## config.mk

```make
export PLATFORM = sky130hd
export DESIGN_NAME = opc6_uart_io
export DESIGN_NICKNAME = d
export VERILOG_FILES = /design/src/rtl/opc6_io_pkg.sv /design/src/rtl/opc6_uart_rx.sv /design/src/rtl/opc6_uart_io.sv
export SDC_FILE = /design/constraint.sdc
export NUM_CORES = 1
export LEC_CHECK = 0
export CORE_UTILIZATION = 46
export DETAILED_ROUTE_END_ITERATION = 8
export PLACE_DENSITY = 0.67
export REMOVE_ABC_BUFFERS = 1
export SLEW_MARGIN = 25
export SYNTH_ARGS = -nofsm -noshare
export SYNTH_HDL_FRONTEND = slang
export SYNTH_SLANG_ARGS = --single-unit
```

## constraint.sdc

```tcl
create_clock -name clk -period 3.3 [get_ports clk]
set_input_delay 0.495 -clock clk [delete_from_list [all_inputs] [get_ports clk]]
set_output_delay 0.495 -clock clk [all_outputs]
set_load 0.02 [all_outputs]
```

## src/rtl/opc6_io_pkg.sv

```systemverilog
// Shared definitions for the OPC6 memory-mapped UART: register map,
// STATUS bit positions and serial engine state encodings.
package opc6_io_pkg;

  localparam logic [1:0] OFS_DATA   = 2'd0;
  localparam logic [1:0] OFS_STATUS = 2'd1;
  localparam logic [1:0] OFS_CTRL   = 2'd2;
  localparam logic [1:0] OFS_DIV    = 2'd3;

  localparam int ST_RX_AVAIL      = 0;
  localparam int ST_TX_HOLD_EMPTY = 1;
  localparam int ST_TX_BUSY       = 2;
  localparam int ST_RX_OVR        = 3;
  localparam int ST_FRM_ERR       = 4;
  localparam int ST_TX_OVR        = 5;

  typedef enum logic [1:0] {
    TX_IDLE  = 2'd0,
    TX_START = 2'd1,
    TX_DATA  = 2'd2,
    TX_STOP  = 2'd3
  } tx_state_t;

  typedef enum logic [1:0] {
    RX_IDLE  = 2'd0,
    RX_START = 2'd1,
    RX_DATA  = 2'd2,
    RX_STOP  = 2'd3
  } rx_state_t;

  // A divisor of 0 or 1 cannot produce a start-bit midpoint, so 2 is the floor.
  function automatic logic [15:0] clamp_div(input logic [15:0] value);
    return (value < 16'd2) ? 16'd2 : value;
  endfunction

endpackage

```

## src/rtl/opc6_uart_rx.sv

```systemverilog
// 8N1 receiver: synchronises rxd, validates the start bit at mid-bit and
// emits a one-cycle byte_valid or frm_err pulse after the stop-bit sample.
module opc6_uart_rx
  import opc6_io_pkg::*;
(
  input  logic        clk,
  input  logic        reset_b,
  input  logic        rxd,
  input  logic [15:0] div,
  output logic        byte_valid,
  output logic [7:0]  rx_byte,
  output logic        frm_err
);

  logic        sync1, sync2;
  rx_state_t   state, state_nx;
  logic [15:0] cnt, cnt_nx;
  logic [15:0] div_l, div_l_nx;
  logic [2:0]  bitn, bitn_nx;
  logic [7:0]  shift, shift_nx;
  logic        valid_nx, err_nx;

  // The line idles high, so the synchroniser resets to 1 to avoid a false start.
  always_ff @(posedge clk or negedge reset_b) begin
    if (!reset_b) begin
      sync1 <= 1'b1;
      sync2 <= 1'b1;
    end else begin
      sync1 <= rxd;
      sync2 <= sync1;
    end
  end

  // NOTE: every signal assigned here gets a default first so no latch can be inferred.
  always_comb begin
    state_nx = state;
    cnt_nx   = cnt;
    div_l_nx = div_l;
    bitn_nx  = bitn;
    shift_nx = shift;
    valid_nx = 1'b0;
    err_nx   = 1'b0;
    unique case (state)
      RX_IDLE: begin
        if (!sync2) begin
          state_nx = RX_START;
          div_l_nx = div;
          cnt_nx   = {1'b0, div[15:1]} - 16'd1;
        end
      end
      RX_START: begin
        if (cnt == 16'd0) begin
          if (sync2) begin
            state_nx = RX_IDLE;
          end else begin
            state_nx = RX_DATA;
            cnt_nx   = div_l - 16'd1;
            bitn_nx  = 3'd0;
          end
        end else begin
          cnt_nx = cnt - 16'd1;
        end
      end
      RX_DATA: begin
        if (cnt == 16'd0) begin
          shift_nx = {sync2, shift[7:1]};
          cnt_nx   = div_l - 16'd1;
          if (bitn == 3'd7) state_nx = RX_STOP;
          else              bitn_nx  = bitn + 3'd1;
        end else begin
          cnt_nx = cnt - 16'd1;
        end
      end
      RX_STOP: begin
        if (cnt == 16'd0) begin
          state_nx = RX_IDLE;
          valid_nx = sync2;
          err_nx   = !sync2;
        end else begin
          cnt_nx = cnt - 16'd1;
        end
      end
      default: state_nx = RX_IDLE;
    endcase
  end

  // NOTE: sequential state uses non-blocking assignments so all flops update together.
  always_ff @(posedge clk or negedge reset_b) begin
    if (!reset_b) begin
      state      <= RX_IDLE;
      cnt        <= '0;
      div_l      <= '0;
      bitn       <= '0;
      shift      <= '0;
      byte_valid <= 1'b0;
      frm_err    <= 1'b0;
    end else begin
      state      <= state_nx;
      cnt        <= cnt_nx;
      div_l      <= div_l_nx;
      bitn       <= bitn_nx;
      shift      <= shift_nx;
      byte_valid <= valid_nx;
      frm_err    <= err_nx;
    end
  end

  // The shifter is untouched while idle, so the byte is stable during the pulse.
  assign rx_byte = shift;

endmodule

```

## src/rtl/opc6_uart_io.sv

```systemverilog
// OPC6 I/O-space UART: bus decode, register file, 8N1 transmitter,
// receive FIFO and registered active-low interrupt.
module opc6_uart_io
  import opc6_io_pkg::*;
#(
  parameter logic [15:0] BASE_ADDR = 16'hFE00,
  parameter logic [15:0] DIV_RESET = 16'd434,
  parameter int          RXF_DEPTH = 4
) (
  input  logic        clk,
  input  logic        reset_b,
  input  logic        clken,
  input  logic        vio,
  input  logic        rnw,
  input  logic [15:0] address,
  input  logic [15:0] bus_din,
  output logic [15:0] bus_dout,
  output logic        sel,
  input  logic        rxd,
  output logic        txd,
  output logic        int_b
);

  localparam int PW = $clog2(RXF_DEPTH);

  logic       hit;
  logic [1:0] ofs;
  logic       rd_data, rd_status, wr_data, wr_ctrl, wr_div;

  assign hit       = vio && (address[15:2] == BASE_ADDR[15:2]);
  assign ofs       = address[1:0];
  assign sel       = hit;
  assign rd_data   = hit && rnw  && clken && (ofs == OFS_DATA);
  assign rd_status = hit && rnw  && clken && (ofs == OFS_STATUS);
  assign wr_data   = hit && !rnw && clken && (ofs == OFS_DATA);
  assign wr_ctrl   = hit && !rnw && clken && (ofs == OFS_CTRL);
  assign wr_div    = hit && !rnw && clken && (ofs == OFS_DIV);

  logic        rx_ie, tx_ie;
  logic [15:0] div_reg;
  logic [7:0]  hold;
  logic        hold_full, hold_free;
  logic        tx_ovr, rx_ovr, frm_err;

  logic       rx_valid, rx_ferr;
  logic [7:0] rx_byte;

  opc6_uart_rx u_rx (
    .clk        (clk),
    .reset_b    (reset_b),
    .rxd        (rxd),
    .div        (div_reg),
    .byte_valid (rx_valid),
    .rx_byte    (rx_byte),
    .frm_err    (rx_ferr)
  );

  // Receive FIFO: one extra pointer bit separates full from empty.
  logic [7:0]  rx_mem [RXF_DEPTH];
  logic [PW:0] rd_ptr, wr_ptr;
  logic        rxf_empty, rxf_full, rx_pop, rx_push;
  logic [7:0]  rx_head;

  assign rxf_empty = (rd_ptr == wr_ptr);
  assign rxf_full  = (rd_ptr[PW] != wr_ptr[PW]) && (rd_ptr[PW-1:0] == wr_ptr[PW-1:0]);
  assign rx_head   = rx_mem[rd_ptr[PW-1:0]];
  assign rx_pop    = rd_data && !rxf_empty;
  assign rx_push   = rx_valid && (!rxf_full || rx_pop);

  // NOTE: the FIFO storage has no reset; the pointers alone define which entries are valid.
  always_ff @(posedge clk) begin
    if (rx_push) rx_mem[wr_ptr[PW-1:0]] <= rx_byte;
  end

  // Transmit engine
  tx_state_t   tx_state, tx_state_nx;
  logic [15:0] tx_cnt, tx_cnt_nx;
  logic [15:0] tx_div, tx_div_nx;
  logic [7:0]  tx_shift, tx_shift_nx;
  logic [2:0]  tx_bitn, tx_bitn_nx;
  logic        txd_nx, tx_load;

  always_comb begin
    tx_state_nx = tx_state;
    tx_cnt_nx   = tx_cnt;
    tx_div_nx   = tx_div;
    tx_shift_nx = tx_shift;
    tx_bitn_nx  = tx_bitn;
    txd_nx      = txd;
    tx_load     = 1'b0;
    unique case (tx_state)
      TX_IDLE: tx_load = hold_full;
      TX_START: begin
        if (tx_cnt == 16'd0) begin
          tx_state_nx = TX_DATA;
          tx_cnt_nx   = tx_div - 16'd1;
          tx_bitn_nx  = 3'd0;
          txd_nx      = tx_shift[0];
        end else begin
          tx_cnt_nx = tx_cnt - 16'd1;
        end
      end
      TX_DATA: begin
        if (tx_cnt == 16'd0) begin
          tx_cnt_nx = tx_div - 16'd1;
          if (tx_bitn == 3'd7) begin
            tx_state_nx = TX_STOP;
            txd_nx      = 1'b1;
          end else begin
            tx_shift_nx = {1'b0, tx_shift[7:1]};
            tx_bitn_nx  = tx_bitn + 3'd1;
            txd_nx      = tx_shift[1];
          end
        end else begin
          tx_cnt_nx = tx_cnt - 16'd1;
        end
      end
      TX_STOP: begin
        if (tx_cnt == 16'd0) begin
          tx_state_nx = TX_IDLE;
          tx_load     = hold_full;
        end else begin
          tx_cnt_nx = tx_cnt - 16'd1;
        end
      end
      default: tx_state_nx = TX_IDLE;
    endcase
    // Frame start from idle or straight out of STOP, so queued bytes go out gap-free.
    if (tx_load) begin
      tx_state_nx = TX_START;
      tx_shift_nx = hold;
      tx_div_nx   = div_reg;
      tx_cnt_nx   = div_reg - 16'd1;
      txd_nx      = 1'b0;
    end
  end

  // Holding frees on the same edge the shifter takes it, so a coincident write lands.
  assign hold_free = !hold_full || tx_load;

  always_ff @(posedge clk or negedge reset_b) begin
    if (!reset_b) begin
      tx_state  <= TX_IDLE;
      tx_cnt    <= '0;
      tx_div    <= '0;
      tx_shift  <= '0;
      tx_bitn   <= '0;
      txd       <= 1'b1;
      hold      <= '0;
      hold_full <= 1'b0;
      tx_ovr    <= 1'b0;
      rx_ovr    <= 1'b0;
      frm_err   <= 1'b0;
      rx_ie     <= 1'b0;
      tx_ie     <= 1'b0;
      div_reg   <= DIV_RESET;
      rd_ptr    <= '0;
      wr_ptr    <= '0;
      int_b     <= 1'b1;
    end else begin
      tx_state  <= tx_state_nx;
      tx_cnt    <= tx_cnt_nx;
      tx_div    <= tx_div_nx;
      tx_shift  <= tx_shift_nx;
      tx_bitn   <= tx_bitn_nx;
      txd       <= txd_nx;
      if (wr_data && hold_free) hold <= bus_din[7:0];
      hold_full <= (hold_full && !tx_load) || (wr_data && hold_free);
      // Sticky bits: a new event on the same edge as a STATUS read wins.
      tx_ovr    <= (wr_data && !hold_free) || (tx_ovr && !rd_status);
      rx_ovr    <= (rx_valid && !rx_push) || (rx_ovr && !rd_status);
      frm_err   <= rx_ferr || (frm_err && !rd_status);
      if (wr_ctrl) begin
        rx_ie <= bus_din[0];
        tx_ie <= bus_din[1];
      end
      if (wr_div) div_reg <= clamp_div(bus_din);
      if (rx_pop)  rd_ptr <= rd_ptr + 1'b1;
      if (rx_push) wr_ptr <= wr_ptr + 1'b1;
      int_b <= !((rx_ie && !rxf_empty) || (tx_ie && !hold_full));
    end
  end

  logic [15:0] status;

  always_comb begin
    status                   = '0;
    status[ST_RX_AVAIL]      = !rxf_empty;
    status[ST_TX_HOLD_EMPTY] = !hold_full;
    status[ST_TX_BUSY]       = (tx_state != TX_IDLE);
    status[ST_RX_OVR]        = rx_ovr;
    status[ST_FRM_ERR]       = frm_err;
    status[ST_TX_OVR]        = tx_ovr;
  end

  always_comb begin
    bus_dout = '0;
    if (hit && rnw) begin
      unique case (ofs)
        OFS_DATA:   bus_dout = rxf_empty ? 16'h0000 : {8'h00, rx_head};
        OFS_STATUS: bus_dout = status;
        OFS_CTRL:   bus_dout = {14'h0000, tx_ie, rx_ie};
        OFS_DIV:    bus_dout = div_reg;
        default:    bus_dout = '0;
      endcase
    end
  end

endmodule

```

Word level (Yosys, flattened, before mapping):

Memories as Yosys holds them, arrays and structs flattened.
Cells that the tools add are included.
W data, S select, Z words.

* memory bits (writable): 32
* logic and storage cells: 188
* memories kept: 1
* bits in registers: 132

Memory list
* rx_mem: depth 4, bits a word 8, read ports 1, clocked after memory_dff 0, wr ports 1, RTL line opc6_uart_io.sv:59 `logic [7:0] rx_mem [RXF_DEPTH];`

* add/sub/neg operators: 10
* bitwise logic cells: 1
* reduce and logical (&&, ||, !) cells: 63
* magnitude comparators: 1
* multiplexer cells: 53
* equality and inequality tests: 33

Operators with widths (count)
* $mux W16: 10
* $pmux W16 S4: 2
* $sub A16 B1 Y16 const B: 5
* $mux W8: 5
* $logic_not A16 Y1: 2
* $pmux W16 S2: 1
* $logic_and A1 B1 Y1: 22
* $mux W2: 11
* $mux W3: 7
* $ne A3 B3 Y1 const B: 6
* $lt A16 B2 Y1 const B: 1
* $ne A2 B2 Y1 const B: 8
* $sub A15 B1 Y16 const B: 1
* $reduce_and A5 Y1: 3
* $eq A14 B14 Y1 const B: 1
* $add A3 B1 Y3 const B: 4
* $eq A2 B2 Y1 const B: 6
* $pmux W3 S2: 2
* $mux W1: 11
* $logic_not A1 Y1: 10
* $reduce_bool A2 Y1: 5
* $reduce_and A3 Y1: 3
* $ne A2 B1 Y1 const B: 4
* $pmux W2 S4: 1
* 15 further kinds: 30

Logic depth before layout (Yosys ltp):

Gate-level depths: netlist of run 1.

* depth in word-level cells: 11
* depth in mapped cells: 10
* gate-level depth less buffers: 8

Modules after synthesis:

Synthesis of run 1 repeated with hierarchy kept, for this count alone.

* cell total of the unflattened synthesis: 948
* area, all modules: 9598.0 µm²

Modules (own cells, without submodules)
* opc6_uart_io: instances 1, area each 6236.0 µm², cells an instance 592
* opc6_uart_rx: instances 1, area each 3362.0 µm², cells an instance 356

Worst setup path before layout of run 1:

Ideal clock, no wire load.

* path kind: input port to output port
* start point: in address[4]
* end point: out bus_dout[1]
* setup slack: 276 ps
* required time: 2805 ps
* stages on the path: 5
* buffers on the path: 0
* arrival: 2529 ps
* cells stage by stage: or4b_2 -> nor4_4 -> nand2_2 -> a221o_1 -> a21oi_1

* cells in the longest elaborated chain, start to end: 4

Ends and longest elaborated chain
* start: declaration: RTL line opc6_uart_io.sv:15 `input logic [15:0] address,`
* $eq A14 B14 Y1: RTL line opc6_uart_io.sv:30 `assign hit = vio && (address[15:2] == BASE_ADDR[15:2]);`
* $logic_and A1 B1 Y1: RTL line opc6_uart_io.sv:30
* via sel: RTL line opc6_uart_io.sv:18 `output logic sel,`
* $logic_and A1 B1 Y1: RTL line opc6_uart_io.sv:198 `if (hit && rnw) begin`
* $mux W16: RTL line opc6_uart_io.sv:198
* end: declaration: RTL line opc6_uart_io.sv:17 `output logic [15:0] bus_dout,`

The timed path passes the listed nets, and every way through them passes these cells.

Worst setup path after layout of run 1:

* start point: in address[3]
* end point: out bus_dout[14]

* cells in the longest elaborated chain, start to end: 4

Ends and longest elaborated chain (RTL line)
* $eq A14 B14 Y1: opc6_uart_io.sv:30
* $logic_and A1 B1 Y1: opc6_uart_io.sv:30
* $logic_and A1 B1 Y1: opc6_uart_io.sv:198
* $mux W16: opc6_uart_io.sv:198

Every way passes these cells.

==> impl_metrics.tcl, run 1 <==
set metrics [dict create \
    syn_to_final_growth_pct 17.23 \
    fillerInstances 1744 \
    root_buffer "clkbuf_16" \
    dpl_cell_area_um2 10320 \
    wl_um 22560 \
    die_area_um2 20850 \
    worstPathRequired_ps 2800 \
    power.density_nw_per_um2 615.3 \
    regArea_um2 4275 \
    grt_setup_unrepaired "no" \
    worst_pin_slew_ps 818.6 \
    hp-class "in -> async" \
    finalNetCount 1056 \
    ios 57 \
    grt_pass1_wl_um 36890 \
    seq_area_frac_synth_pct 45.83 \
    largest_reg_flops 32 \
    syn_area_per_cell_um2 10.01 \
    synth-edff-count 32 \
    yosysTopAreaCell "dfrtp_1" \
    maxCapViolCount 0 \
    cp_max_fo 6 \
    synthesis.area_um2 9329 \
    peakVddDrop_v 0.0003441 \
    setup_violations 0 \
    grt_pass1_vias 7051 \
    hold_viol_final 0 \
    core_um2 19650 \
    end_kind "primary output" \
    synth_top_area_share_pct 32.99 \
    grt_use_total_pct 23.22 \
    layout.cells.non_filler 1271 \
    gp_congestion 0.8572 \
    finalCriticalPeriod_ps 3210 \
    path_clk_slew_ps 80 \
    rows 51 \
    synth_ff_type "dfrtp_1" \
    fin_crit_sh_pct 97.26 \
    whs_ps 41.79 \
    antenna_found_initial 0 \
    dp.cells 1239 \
    drive_above_1_share_pct 15.61 \
    clockBufferDepth 2 \
    port_buffers 56 \
    wl_per_cell_um 17.75 \
    diodes 0 \
    insertion_delay_ps 440 \
    start_util_pct 47.47 \
    ant_nets 0 \
    vias 7296 \
    synth_area_leaders "dfrtp_1, edfxtp_1, mux2_2, nand2_1, ha_1" \
    yosys-top-cells-count "dfrtp_1, nand2_1, nor2_1" \
    clock-sinks 164 \
    cts_tree "done" \
    fin_area_um2 10940 \
    tns_ps 0 \
    status "completed" \
    critPathLaunch "address[3]" \
    finClkSkew_ps 13.54 \
    crit_path_start_kind "input pin" \
    power.total_mw 6.730 \
    overflow 0 \
    multiInputGateArea_um2 4777 \
    drc 0 \
    yosys_warnings 0 \
    p_leak_nw 4.673 \
    numCtsBuffers 17 \
    postSynthCellCount 932 \
    async_reset_ff_share_pct 80.49 \
    dieWidth_um 144.4 \
    crit_type "in -> out" \
    post_cts_buffers 0 \
    ys_types 78 \
    die_h_um 144.4 \
    avgViaCountPerCell 5.740 \
    cts_hold_buf 0 \
    synth-seq-cells 164 \
    drt_pass1_iterations 5 \
    first_iter_violations 485 \
    rr_startpoint "u_rx.cnt[0]" \
    hpwl_um 16180 \
    relSlewSlack_pct 44.92 \
    grt_max_degree 75 \
    worstPathArrival_ps 2710 \
    fmax_mhz 311.6 \
    h-tree-depth 4 \
    slew_violations 0 \
]
## what timing repair did
item                                    4_1_cts  5_1_grt
endpoints found under the setup margin       16        3
gates resized for setup                      16        3
pin swaps                                     1        0
## worst paths after layout
path                                     end  slack [ps]  depth (start not counted)
worst max-delay path            bus_dout[14]          90                          7
worst min-delay path              tx_bitn[0]          40                          1
worst max register to register  u_rx.cnt[10]         400                          9
worst min register to register    u_rx.sync2         360                          0
max in group asynchronous              int_b        2400                          2
min in group clk                  u_rx.sync2         360                          0
## where the power goes
| part | leakage (nW) | total, mW | internal (mW) | switching, mW |
|---|---|---|---|---|
| registers | 2.00 | 2.62 | 2.32 | 0.308 |
| clock network | 0.302 | 2.02 | 1.04 | 0.983 |
| logic | 2.37 | 2.08 | 0.852 | 1.23 |
| total | 4.67 | 6.73 | 4.21 | 2.52 |
## kinds of logic after synthesis
logic type / count (synthesis) / synth area share (%)
simple gates: 356 / 19.70
flops: 164 / 45.83
compound gates: 187 / 13.32
buf+inv: 72 / 3.111
xor+xnor: 59 / 5.539
mux: 69 / 9.147
fa+ha+maj: 25 / 3.353
## worst max-delay path, cell delays in order
cell and delay [ps]:
clkdlybuf4s50_1 390, or4_1 590, nor4_4 390, and3_1 230, buf_4 160, and2_1 130
dlygate4sd2_1 330
## layout by cell type, fill, tap and decap left out, types with 10 or more instances in the layout
cell	instances
a21oi_1	43
and2_1	14
buf_4	34
clkbuf_16	17
clkdlybuf4s50_1	39
dfrtp_1	123
dlygate4sd2_1	13
edfxtp_1	32
ha_1	25
inv_1	22
mux2_2	49
mux2i_1	11
nand2_1	123
nand3_1	15
nand4_1	10
nor2_1	66
nor3_1	29
nor4_1	22
o21ai_0	44
o31ai_1	11
xnor2_1	33
xor2_1	26
## final cells by class
| cell class | count | share of cell area (%) |
|---|---|---|
| multi-input cells | 696 | 43.68 |
| flip-flops and latches | 164 | 39.09 |
| repair buffers | 92 | 7.688 |
| clock buffers | 17 | 3.890 |
| well taps | 265 | 3.032 |
| clock inverters | 15 | 1.865 |
| inverters | 22 | 0.7551 |
## per-layer routing
layer | GRT usage (%) | up-vias | wire, um
met3 | 4.470 | 29 | 1070
li1 | - | 3539 | -
met1 | 30.49 | 3535 | 9996
met5 | 0 | - | 0
met4 | 6.870 | 0 | 347
met2 | 38.79 | 193 | 11150
## metrics by stage
step / util [%] / setup slack (ps)
finish: 55.65 / 90.42
global route: 55.65 / 11.46
CTS: 55.63 / 68.98
detailed placement: 52.53 / -268.1
global placement: 52.53 / -228.9
floorplan: - / -1885
Note: power is estimated with default switching activity, not from simulation.
==> run 2: changes to the inputs <==
--- a/config.mk
+++ b/config.mk
@@ -7,6 +7,7 @@
 export LEC_CHECK = 0
 export CORE_UTILIZATION = 46
 export DETAILED_ROUTE_END_ITERATION = 8
+export MAX_ROUTING_LAYER = met4
 export PLACE_DENSITY = 0.67
 export REMOVE_ABC_BUFFERS = 1
 export SLEW_MARGIN = 25
==> run 2 against run 1 <==
  * Die area did not move
  * Worst setup slack gained 4.3 ps
  * Largest cell class unchanged
  * Via count about the same
  * Combinational power about the same
  * Largest power group unchanged
  * Critical path type unchanged
  * Register-to-register slack about the same
  * Global-route usage up 0.67 points
==> impl_metrics.tcl, run 2 (synthesis gave the netlist of run 1 again) <==
set metrics [dict create \
    status "completed" \
    insertion_delay_ps 440 \
    place_ws_ps -268.1 \
    power.density_nw_per_um2 616.3 \
    regArea_um2 4275 \
    ant_nets 0 \
    multiInputGateArea_um2 4777 \
    p_leak_nw 4.673 \
    wl_um 22610 \
    hpwl_um 16180 \
    drc 0 \
    avgViaCountPerCell 5.745 \
    end_kind "primary output" \
    cp_max_fo 6 \
    hp-class "in -> async" \
    die_area_um2 20850 \
    root_buffer "clkbuf_16" \
    tns_ps 0 \
    rows 51 \
    critPathLaunch "address[3]" \
    h-tree-depth 4 \
    antenna_found_initial 0 \
    slew_violations 0 \
    grt_max_degree 75 \
    whs_ps 50.78 \
    crit_type "in -> out" \
    ios 57 \
    start_util_pct 47.47 \
    dpl_cell_area_um2 10320 \
    endpoint "bus_dout[14]" \
    grt_pass1_wl_um 36840 \
    dieWidth_um 144.4 \
    crit_path_start_kind "input pin" \
    power.total_mw 6.740 \
    rr_startpoint "u_rx.cnt[0]" \
    fmax_mhz 312.0 \
    maxCapViolCount 0 \
    worstPathRequired_ps 2800 \
    diodes 0 \
    finalNetCount 1056 \
    clockBufferDepth 2 \
    finClkSkew_ps 13.85 \
    worstPathArrival_ps 2710 \
    core_um2 19650 \
    clock-sinks 164 \
    wl_per_cell_um 17.79 \
    worst_slack_ps 94.68 \
    slowest_delay_ps 590 \
    largest_reg_flops 32 \
    cts_tree "done" \
    fillerInstances 1744 \
    finalCriticalPeriod_ps 3205 \
    worstPathCellList "clkdlybuf4s50_1, or4_1, nor4_4, and3_1, buf_4, and2_1, dlygate4sd2_1" \
    fin_area_um2 10940 \
    port_buffers 56 \
    final_cell_mix "nand2_1, dfrtp_1, nor2_1" \
    peakVddDrop_v 0.0003440 \
    hold_viol_final 0 \
    die_h_um 144.4 \
    ff2ff_setup_slack_ps 400 \
    vias 7302 \
    path_clk_slew_ps 80 \
    relSlewSlack_pct 42.87 \
    crit_path_top_delay_cell "or4_1" \
    numCtsBuffers 17 \
    worst_pin_slew_ps 849.1 \
    grt_setup_unrepaired "no" \
    first_iter_violations 482 \
    r2r_cells 9 \
    overflow 0 \
    r2r_end "u_rx.cnt[10]" \
    fin_crit_sh_pct 97.13 \
    drive_above_1_share_pct 15.61 \
    drt_pass1_iterations 5 \
    grt_pass1_vias 7064 \
    setup_violations 0 \
    grt_use_total_pct 23.89 \
    syn_to_final_growth_pct 17.23 \
    gp_congestion 0.8709 \
]
[run 2: metrics by stage]
step | utilization, % | std cells
after CTS | 55.63 | 1271
after detailed placement | 52.53 | 1239
after global placement | 52.53 | 1239
final | 55.65 | 1271
after floorplan | - | 882
after global routing | 55.65 | 1271
[run 2: final cells by class]
cell class              instances  share of cell area, %
repair buffers                 92                  7.688
clock inverters                15                  1.865
well taps                     265                  3.032
multi-input cells             696                  43.68
flip-flops and latches        164                  39.09
inverters                      22                 0.7551
clock buffers                  17                  3.890
[run 2: routing by layer]
metal  track usage, %  wire length (um)  vias to the layer above
met1            30.34             10040                     3534
li1                 -                 -                     3533
met4            7.036               393                        0
met2            38.82             11140                      198
met3            4.470              1045                       37
met5                -                 0                        -
[run 2: repair_timing]
item / CTS / global route
endpoints found under the setup margin: 16 / 3
pin swaps: 1 / 0
hold buffers: 0 / 0
gates resized for setup: 16 / 3
setup buffers: 0 / 0
[run 2: worst max-delay path: cells and delay by family]
| family | cells | cell delay [ps] |
|---|---|---|
| AND/OR/NAND/NOR | 4 | 1340 |
| buffers and inverters | 3 | 880 |
[run 2: report_power, final]
group	internal (mW)	total [mW]	switching, mW
Sequential	2.32	2.63	0.311
Combinational	0.852	2.08	1.23
Clock	1.04	2.03	0.988
[run 2: worst min-delay path by stage]
stage,startpoint,endpoint,slack (ps),cells past startpoint
after global placement,u_rx.sync1,u_rx.sync2,350,0
after detailed placement,u_rx.sync1,u_rx.sync2,350,0
final,reset_b,tx_bitn[0],50,1
after global routing,reset_b,tx_bitn[2],110,1
after floorplan,reset_b,async pin,200,0
after CTS,reset_b,tx_bitn[0],90,1
